<file path="config.mk">
export PLATFORM = sky130hd
export DESIGN_NAME = dest_reader
export DESIGN_NICKNAME = d
export VERILOG_FILES = /design/src/rtl/dest_reader_pkg.sv /design/src/rtl/dest_reader_rr_arbiter2.sv /design/src/rtl/dest_reader.sv
export SDC_FILE = /design/constraint.sdc
export NUM_CORES = 1
export LEC_CHECK = 0
export ABC_AREA = 1
export BUFFER_PORTS_ARGS = -buffer_cell sky130_fd_sc_hd__buf_2
export CAP_MARGIN = 20
export CORE_MARGIN = 2
export CORE_UTILIZATION = 35
export DETAILED_ROUTE_END_ITERATION = 10
export PLACE_DENSITY_LB_ADDON = 0.2
export SYNTH_ARGS = -nofsm -noshare
export SYNTH_HDL_FRONTEND = slang
export SYNTH_SLANG_ARGS = --single-unit
</file>
<file path="constraint.sdc">
create_clock -name clk -period 1.7 [get_ports clk]
set_clock_uncertainty 0.05 [all_clocks]
set_input_delay 0.085 -clock clk [delete_from_list [all_inputs] [get_ports clk]]
set_output_delay 0.085 -clock clk [all_outputs]
set_load 0.05 [all_outputs]
</file>
<file path="src/rtl/dest_reader_pkg.sv">
// Shared definitions for the destination-FIFO reader: default widths,
// FSM state encoding and last-served pointer values.
package dest_reader_pkg;

    localparam int unsigned BW_DEF = 6;
    localparam int unsigned CW_DEF = 5;

    typedef enum logic {
        IDLE   = 1'b0,
        ACTIVE = 1'b1
    } state_t;

    localparam logic PTR_D0 = 1'b0;
    localparam logic PTR_D1 = 1'b1;

endpackage

</file>
<file path="src/rtl/dest_reader_rr_arbiter2.sv">
// Two-requester round-robin arbiter; the pointer remembers the last
// requester granted and moves only when a grant is actually issued.
module rr_arbiter2
    import dest_reader_pkg::*;
(
    input  logic       clk,
    input  logic       reset,
    input  logic [1:0] req,
    output logic [1:0] grant
);

    logic last_q;

    always_comb begin
        grant = '0;
        case (req)
            2'b01:   grant = 2'b01;
            2'b10:   grant = 2'b10;
            2'b11:   grant = (last_q == PTR_D1) ? 2'b01 : 2'b10;
            default: grant = '0;
        endcase
    end

    always_ff @(posedge clk) begin
        if (reset) begin
            last_q <= PTR_D1;
        end else if (grant[0]) begin
            last_q <= PTR_D0;
        end else if (grant[1]) begin
            last_q <= PTR_D1;
        end
    end

endmodule

</file>
<file path="src/rtl/dest_reader.sv">
// Pops words from two destination FIFOs in round-robin order, presents each
// popped word two cycles after its read strobe, and keeps per-FIFO word counts.
module dest_reader
    import dest_reader_pkg::*;
#(
    parameter int unsigned BW = BW_DEF,
    parameter int unsigned CW = CW_DEF
) (
    input  logic          clk,
    input  logic          reset,
    input  logic          init,
    input  logic          hold,
    input  logic          D0_empty,
    input  logic          D1_empty,
    input  logic          D0_error_output,
    input  logic          D1_error_output,
    input  logic [BW-1:0] D0_data_out,
    input  logic [BW-1:0] D1_data_out,
    output logic          D0_rd,
    output logic          D1_rd,
    output logic [BW-1:0] data_out,
    output logic          valid_out,
    output logic          dest_out,
    input  logic          cnt_req,
    input  logic          cnt_idx,
    output logic [CW-1:0] cnt_out,
    output logic          cnt_valid,
    output logic          error_flag
);

    state_t state_q, state_d;
    logic [1:0] req, grant;
    logic pend_q, pend_dest_q;
    logic [CW-1:0] cnt_q [2];

    always_ff @(posedge clk) begin
        if (reset) state_q <= IDLE;
        else       state_q <= state_d;
    end

    always_comb begin
        state_d = state_q;
        case (state_q)
            IDLE:    if (init)  state_d = ACTIVE;
            ACTIVE:  if (!init) state_d = IDLE;
            default: state_d = IDLE;
        endcase
    end

    // A FIFO whose strobe is high this cycle sits out one cycle, so its
    // empty flag has caught up before it can be popped again.
    always_comb begin
        req    = '0;
        req[0] = (state_q == ACTIVE) && !hold && !D0_empty && !D0_error_output && !D0_rd;
        req[1] = (state_q == ACTIVE) && !hold && !D1_empty && !D1_error_output && !D1_rd;
    end

    rr_arbiter2 u_arb (
        .clk   (clk),
        .reset (reset),
        .req   (req),
        .grant (grant)
    );

    always_ff @(posedge clk) begin
        if (reset) begin
            D0_rd       <= 1'b0;
            D1_rd       <= 1'b0;
            pend_q      <= 1'b0;
            pend_dest_q <= 1'b0;
            valid_out   <= 1'b0;
            data_out    <= '0;
            dest_out    <= 1'b0;
        end else begin
            D0_rd       <= grant[0];
            D1_rd       <= grant[1];
            pend_q      <= D0_rd | D1_rd;
            pend_dest_q <= D1_rd;
            valid_out   <= pend_q;
            if (pend_q) begin
                data_out <= pend_dest_q ? D1_data_out : D0_data_out;
                dest_out <= pend_dest_q;
            end
        end
    end

    always_ff @(posedge clk) begin
        if (reset) begin
            cnt_q[0]   <= '0;
            cnt_q[1]   <= '0;
            cnt_out    <= '0;
            cnt_valid  <= 1'b0;
            error_flag <= 1'b0;
        end else begin
            if (valid_out) cnt_q[dest_out] <= cnt_q[dest_out] + 1'b1;
            if (cnt_req)   cnt_out <= cnt_q[cnt_idx];
            cnt_valid  <= cnt_req;
            error_flag <= error_flag | D0_error_output | D1_error_output;
        end
    end

endmodule

</file>
* After elaboration in Yosys (flattened, before gate mapping)
Memory sizes are Yosys's and may differ from the RTL's. A register that Yosys moved wholly into a read port is not among the register bits.
Cells that the tools add are included.
** Operators by class
- Add/sub/neg operators :: 1
- Multiplexer cells :: 16
- Equal/unequal tests :: 3
- Bitwise gates (word level) :: 3
- Reductions and logical operators :: 16
** Operator list (count)
- 2-to-1 mux 1 bit :: 12
- logical AND 1 bit :: 7
- logical NOT 1 bit :: 7
- 2-to-1 mux 6 bit :: 1
- case mux 2 bit (3 select lines) :: 1
- adder 5 x 1 -> 5 bit (second input constant) :: 1
- 2-to-1 mux 5 bit :: 1
- OR reduction 5 bit :: 1
- == test 2 bit (second input constant) :: 2
- bitwise OR 1 bit :: 3
- == test 2 x 1 -> 1 bit (second input constant) :: 1
- 2-to-1 mux 2 bit :: 1
- nonzero test 2 bit :: 1
** Storage, ports and cells
- Input port bits :: 22
- RAM bits :: 10
- Memories kept :: 1
- Register bits after elaboration :: 16
** Memory list
- cnt_q :: depth 2, width 5, read ports 2, clocked after Yosys merged registers in 2, write ports 2, line dest_reader.sv:34 : logic [CW-1:0] cnt_q [2];

* Longest topological paths before layout
Gate-level depths: netlist of run 1.
- Depth in word-level cells :: 9
- Mapped depth :: 7
- Gate-level depth less buffers :: 7

* Cells and area by module
A second synthesis of run 1 with hierarchy kept.
** Second synthesis, totals
- Cells, all modules :: 154
- Area, all modules :: 1307.5 sq um
** By module, submodules not included
- dest_reader :: cells an instance 145, times used 1, sequential area each 720.7 sq um, area an instance 1238.7 sq um
- rr_arbiter2 :: cells an instance 9, times used 1, sequential area each 20.0 sq um, area an instance 68.8 sq um

* Worst setup path after synthesis of run 1
OpenSTA, ideal clock, no wires.
- Path type :: register -> register
- Start point :: register dest_out
- End point :: memory cnt_q[1][0] (netlist bit) (enable)
- Clock period less this slack :: 1455 ps
- Path buffers :: 0
- Cell stages (with the launch flop) :: 3
- Setup slack :: 245 ps
- Arrival :: 1091 ps
- Library setup time :: 314 ps
- Cells stage by stage :: dfxtp_1 -> nand3_1 -> nand2_1
** RTL lines
- from (decl) :: line dest_reader.sv:23 : output logic dest_out,
- from (signal assigned) :: line dest_reader.sv:82 : dest_out <= pend_dest_q;
- to (decl) :: line dest_reader.sv:34

==> flow_summary.ini, run 1 <==
[run_status]
status = finished, final reports clean

[power_and_ir_drop]
power_density_mw_per_mm2 = 920.4
ir_drop_v = 0.0004365
p_total_mw = 1.529
p_leak_nw = 0.7890

[routing]
vias = 1163
ant_nets = 0
finalWirelength_mm = 2.819
vias_per_cell = 4.690
first_pass_iters = 4
drt-initial-drc-count = 80
drcViolationCount = 0
avgRoutedWirePerCell_microns = 11.37

[placement]
gp_congestion = 0.8183
dp_cells = 237
port_buffers = 38
place_ws_ns = 0.1969
hpwlAfterDp_mm = 2.105

[floorplan]
core_area_sq_mm = 0.003606
start_util_pct = 36.12
die_area_sq_mm = 0.004226
rows = 22
die_y_microns = 65.01
dieWidth_microns = 65.01
pin_count = 39

[yosys]
synth.area.top_cells = dfxtp_1 (34%), edfxtp_1 (23%), a21oi_1 (10%)
syn_nets = 175
ys_seq_elements = 32
avgSynthCellArea_sq_um = 8.569
yosysMostFrequentCell = a21oi_1
yosys.area.top_type_share_pct = 33.81
ys_seq_area_share_pct = 56.87
ys_async_sr_fraction_pct = 0
synth_edf_count = 10
netlist_instances = 152
ys_types = 18
synth_ff_type = dfxtp_1
synth_area_leader_cell = dfxtp_1
synth_commonest_cells = a21oi_1 (27), nand2_1 (26), dfxtp_1 (22), nor2_1 (18), inv_1 (14)
syn_area_sq_mm = 0.001302
ys_warn_count = 0

[global_routing]
grt_pass1_wl_mm = 4.761
grt_pass1_vias = 1093
grt_use_total_pct = 15.06
overflow = 0
antenna_found_initial = 0
grt_max_degree = 19

[clock_tree]
numClockSinks = 32
clock_latency_ns = 0.28
cts_setup_buffers = 0
cts_tree = built
h-tree-depth = 2
path_clk_slew_ns = 0.06
clock_path_buffers = 2
root_buffer = clkbuf_8
cts_buffers = 5

[layout]
fin_nets = 222
regMostFlops = cnt_q
fillers = 371
largest_reg_flops = 10
antennaDiodeCount = 0
multi_input_area_sq_um = 489.2
area_growth_pct = 27.57
fin_cells = 248
largestRegisters = cnt_q x10, data_out x6, cnt_out x5
drive_gt1_share_pct = 28.00
seq_area_sq_um = 742.0

[worst_setup_path]
cp.arrival_ns = 1.41
crit_required_ns = 1.68
cp-start-kind = register
reg2reg_depth = 6
reg2reg_to = cnt_q[0][2]
timing.reg2reg.setup_slack_ns = 0.27
critPathMaxFanout = 7
crit_type = reg -> reg
critPathCaptureType = register

[run]
drv_cap = 0

[min_path]
whs_path_depth = 3
whs_endpoint = data_out[5]
hp-start = D0_data_out[5]
min_path_type = in -> reg

[timing]
rsz0062_at_grt = no
setup-tns-final_ns = 0
layout_setup_ws_ns = 0.2702
fin_crit_sh_pct = 84.11
relSlewSlack_pct = 82.82
slew_viol_final = 0
hold_violations = 0
worst_pin_slew_ns = 0.2574
finalSetupViolCount = 0
fin_crit_ns = 1.430
fmax_mhz = 699.4
-- layer usage --
metal | vias to the layer above | track usage, % | part of all wire (%)
met3 | 4 | 5.729 | 5.9
li1 | 601 | - | -
met2 | 35 | 24.36 | 50
met4 | 0 | 5.585 | 1.4
met1 | 523 | 18.14 | 42
met5 | - | 0 | 0
-- area by class of cell --
type                    instances  share of cell area [%]
clock buffers                   5                   4.142
clock inverters                 3                  0.8283
inverters                      16                   3.614
multi-input cells             102                   29.44
flip-flops and latches         32                   44.65
well taps                      48                   3.614
repair buffers                 42                   13.70
-- worst max path at each step --
stage / endpoint / slack (ns) / from
global placement: cnt_q[0][2] / 0.25 / register
CTS: cnt_q[0][2] / 0.19 / register
detailed placement: cnt_q[0][2] / 0.20 / register
global route: cnt_q[0][2] / 0.10 / register
finish: cnt_q[0][2] / 0.27 / register
floorplan: cnt_q[1][0] / 0.25 / dest_out
-- where the power goes --
group,internal (mW),switching [mW]
Combinational,0.0526,0.111
Clock,0.277,0.263
Sequential,0.812,0.0139
-- cells by family (layout without fill, tap and decap cells) --
group,after synthesis,after routing,synth area share (%)
AO/OA/AOI/OAI,40,40,15.37
adder cells (fa/ha/maj),1,1,0.9605
flip-flops,32,32,56.87
buffers and inverters,18,66,5.572
AND/OR/NAND/NOR,60,60,20.56
XOR/XNOR,1,1,0.6726
-- stage by stage --
| stage | instance area, sq um | util [%] | hold WS [ns] |
|---|---|---|---|
| after floorplan | 1303 | - | 0.1420 |
| after global placement | 1548 | 42.92 | 0.2333 |
| after detailed placement | 1548 | 42.92 | 0.2503 |
| after CTS | 1650 | 45.77 | 0.00009184 |
| after global routing | 1662 | 46.08 | 0.004432 |
| final | 1662 | 46.08 | 0.004355 |
-- critical path, cell delays in order, from the launching register on --
cell and delay [ns]:
dfxtp_2 0.39, inv_2 0.07, nand2_1 0.05, nand2_1 0.09, ha_1 0.26, xnor2_1 0.20
nor2_1 0.06
-- cells in the final DEF (no fill, tap or decap) --
cell type | synthesis | routed
a21oi_1 | 27 | 27
buf_2 | 1 | 38
buf_4 | 1 | 1
clkbuf_8 | 0 | 5
clkinv_1 | 0 | 1
clkinv_2 | 0 | 2
dfxtp_1 | 22 | 21
dfxtp_2 | 0 | 1
dlygate4sd3_1 | 0 | 3
edfxtp_1 | 10 | 10
ha_1 | 1 | 1
inv_1 | 14 | 14
inv_2 | 2 | 2
nand2_1 | 26 | 26
nand2_2 | 5 | 5
nand3_1 | 4 | 4
nand3_2 | 2 | 2
nand3b_1 | 1 | 1
nand4_1 | 3 | 3
nor2_1 | 18 | 18
nor3_1 | 1 | 1
o21ai_0 | 13 | 13
xnor2_1 | 1 | 1
-- repair_timing --
item	in CTS	in global routing
hold endpoints to repair	2	1
resized for setup	0	1
endpoints found under the setup margin	0	1
hold buffers	2	1
Power figures use the tool's default switching activity.
==> run 2: changes to the inputs <==
clock period = 1.35 ns   (was 1.7 ns; I/O delays follow)
==> run 2 against run 1 <==
  * Clock power up 26%
  * Combinational power up 40%
  * Total power grew 27%
  * Design area up 6.1%
  * Flip-flop and latch count unchanged
  * Critical endpoint unchanged
  * Largest cell class unchanged
==> flow_summary.ini, run 2 (synthesis gave the netlist of run 1 again) <==
[run_status]
status = finished, final reports clean

[layout]
regMostFlops = cnt_q
antennaDiodeCount = 0
largest_reg_flops = 10
fin_nets = 231
drive_gt1_share_pct = 30.62
area_growth_pct = 35.35
postLayoutCoreUtil_pct = 48.89
largestRegisters = cnt_q x10, data_out x6, cnt_out x5
layout_common_cells = buf_2 (38), a21oi_1 (27), nand2_1 (26)
fin_cells = 257
final_common_cell = buf_2

[worst_setup_path]
critPathMaxFanout = 3
cp-start-kind = register
critPathCaptureType = register
reg2reg_depth = 5
cp.arrival_ns = 1.26
crit_type = reg -> reg
crit_required_ns = 1.33

[routing]
drt-initial-drc-count = 92
ant_nets = 0
first_pass_iters = 4
avgRoutedWirePerCell_microns = 11.62
drcViolationCount = 0
vias = 1199
vias_per_cell = 4.665
finalWirelength_mm = 2.987

[timing]
setup-tns-final_ns = 0
worst_pin_slew_ns = 0.2729
relSlewSlack_pct = 81.78
layout_setup_ws_ns = 0.07134
whs_ns = 0.02014
hold_violations = 0
fin_crit_ns = 1.279
finalSetupViolCount = 0
slew_viol_final = 0
fin_crit_sh_pct = 94.72
fmax_mhz = 782.1

[floorplan]
start_util_pct = 36.12
core_area_sq_mm = 0.003606
die_y_microns = 65.01
pin_count = 39
rows = 22
die_area_sq_mm = 0.004226
dieWidth_microns = 65.01

[clock_tree]
cts_setup_buffers = 0
root_buffer = clkbuf_8
cts_tree = built
cts_buffers = 5
clock_latency_ns = 0.27
path_clk_slew_ns = 0.06
h-tree-depth = 2
numClockSinks = 32
clock_path_buffers = 2

[global_routing]
grt_pass1_wl_mm = 4.947
overflow = 0
antenna_found_initial = 0
grt_max_degree = 13
grt_pass1_vias = 1162
use_met3_pct = 4.340
grt-busiest-layer = met2
grt_use_met2_pct = 25.77
grt_use_met1_pct = 18.29
grt_use_total_pct = 15.55

[power_and_ir_drop]
p_leak_nw = 0.8298
power_density_mw_per_mm2 = 1105
ir_drop_v = 0.0005720

[placement]
port_buffers = 38
hpwlAfterDp_mm = 2.202
place_ws_ns = -0.03369
gp_congestion = 0.8569
dp_cells = 242

[min_path]
whs_path_depth = 4
min_path_type = in -> reg

[run]
drv_cap = 0
[run 2: changes by cell type in the layout (fill, tap and decap cells not counted), moves of 2 or more]
cell           change
dfxtp_1            -2
dlygate4sd3_1      +4
buf_4              +5
clkbuf_1           +2
[run 2: worst max-delay path, stage by stage (launching register included)]
cell	delay, ns
edfxtp_1	0.41
nand2_1	0.11
nand2_2	0.08
ha_4	0.18
xnor2_2	0.14
nor2_1	0.06
[run 2: final cells by class]
cell class                      instances  area, sq um
Timing Repair Buffer                   51        305.3
Tap cell                               48        60.06
Sequential cell                        32        747.0
Fill cell                             376         1843
Multi-Input combinational cell        102        509.2
Clock buffer                            7        76.32
Clock inverter                          1        5.005
Inverter                               16        60.06
[run 2: final timing paths]
| kind | start | to | slack, ns |
|---|---|---|---|
| setup / recovery | cnt_q[1][0] | cnt_q[0][2] | 0.07 |
| hold / removal | D1_empty | D1_rd | 0.02 |
| setup reg to reg | cnt_q[1][0] | cnt_q[0][2] | 0.07 |
| hold reg to reg | D1_rd | pend_dest_q | 0.41 |
[run 2: per-layer routing]
metal  share of wire [%]  vias up
met1                  44      546
met2                  49       32
met5                   0        -
met3                 5.5        5
met4                 1.4        0
li1                    -      616
[run 2: stage by stage]
stage	power, mW	instance area [sq um]
CTS	1.970	1750
finish	1.948	1763
detailed placement	1.269	1589
global placement	1.267	1589
global route	2.047	1763
floorplan	1.192	1306
[run 2: what timing repair did]
item,4_1_cts,5_1_grt
gates resized for setup,2,2
setup endpoints to repair,2,5
hold buffers,7,0
pin swaps,1,1
endpoints found under the hold margin,7,0
[run 2: where the power goes]
group / switching [mW] / internal [mW] / total (mW)
sequential: 0.0167 / 1.02 / 1.04
combinational: 0.147 / 0.0832 / 0.230
clock: 0.320 / 0.361 / 0.681
total: 0.483 / 1.46 / 1.95
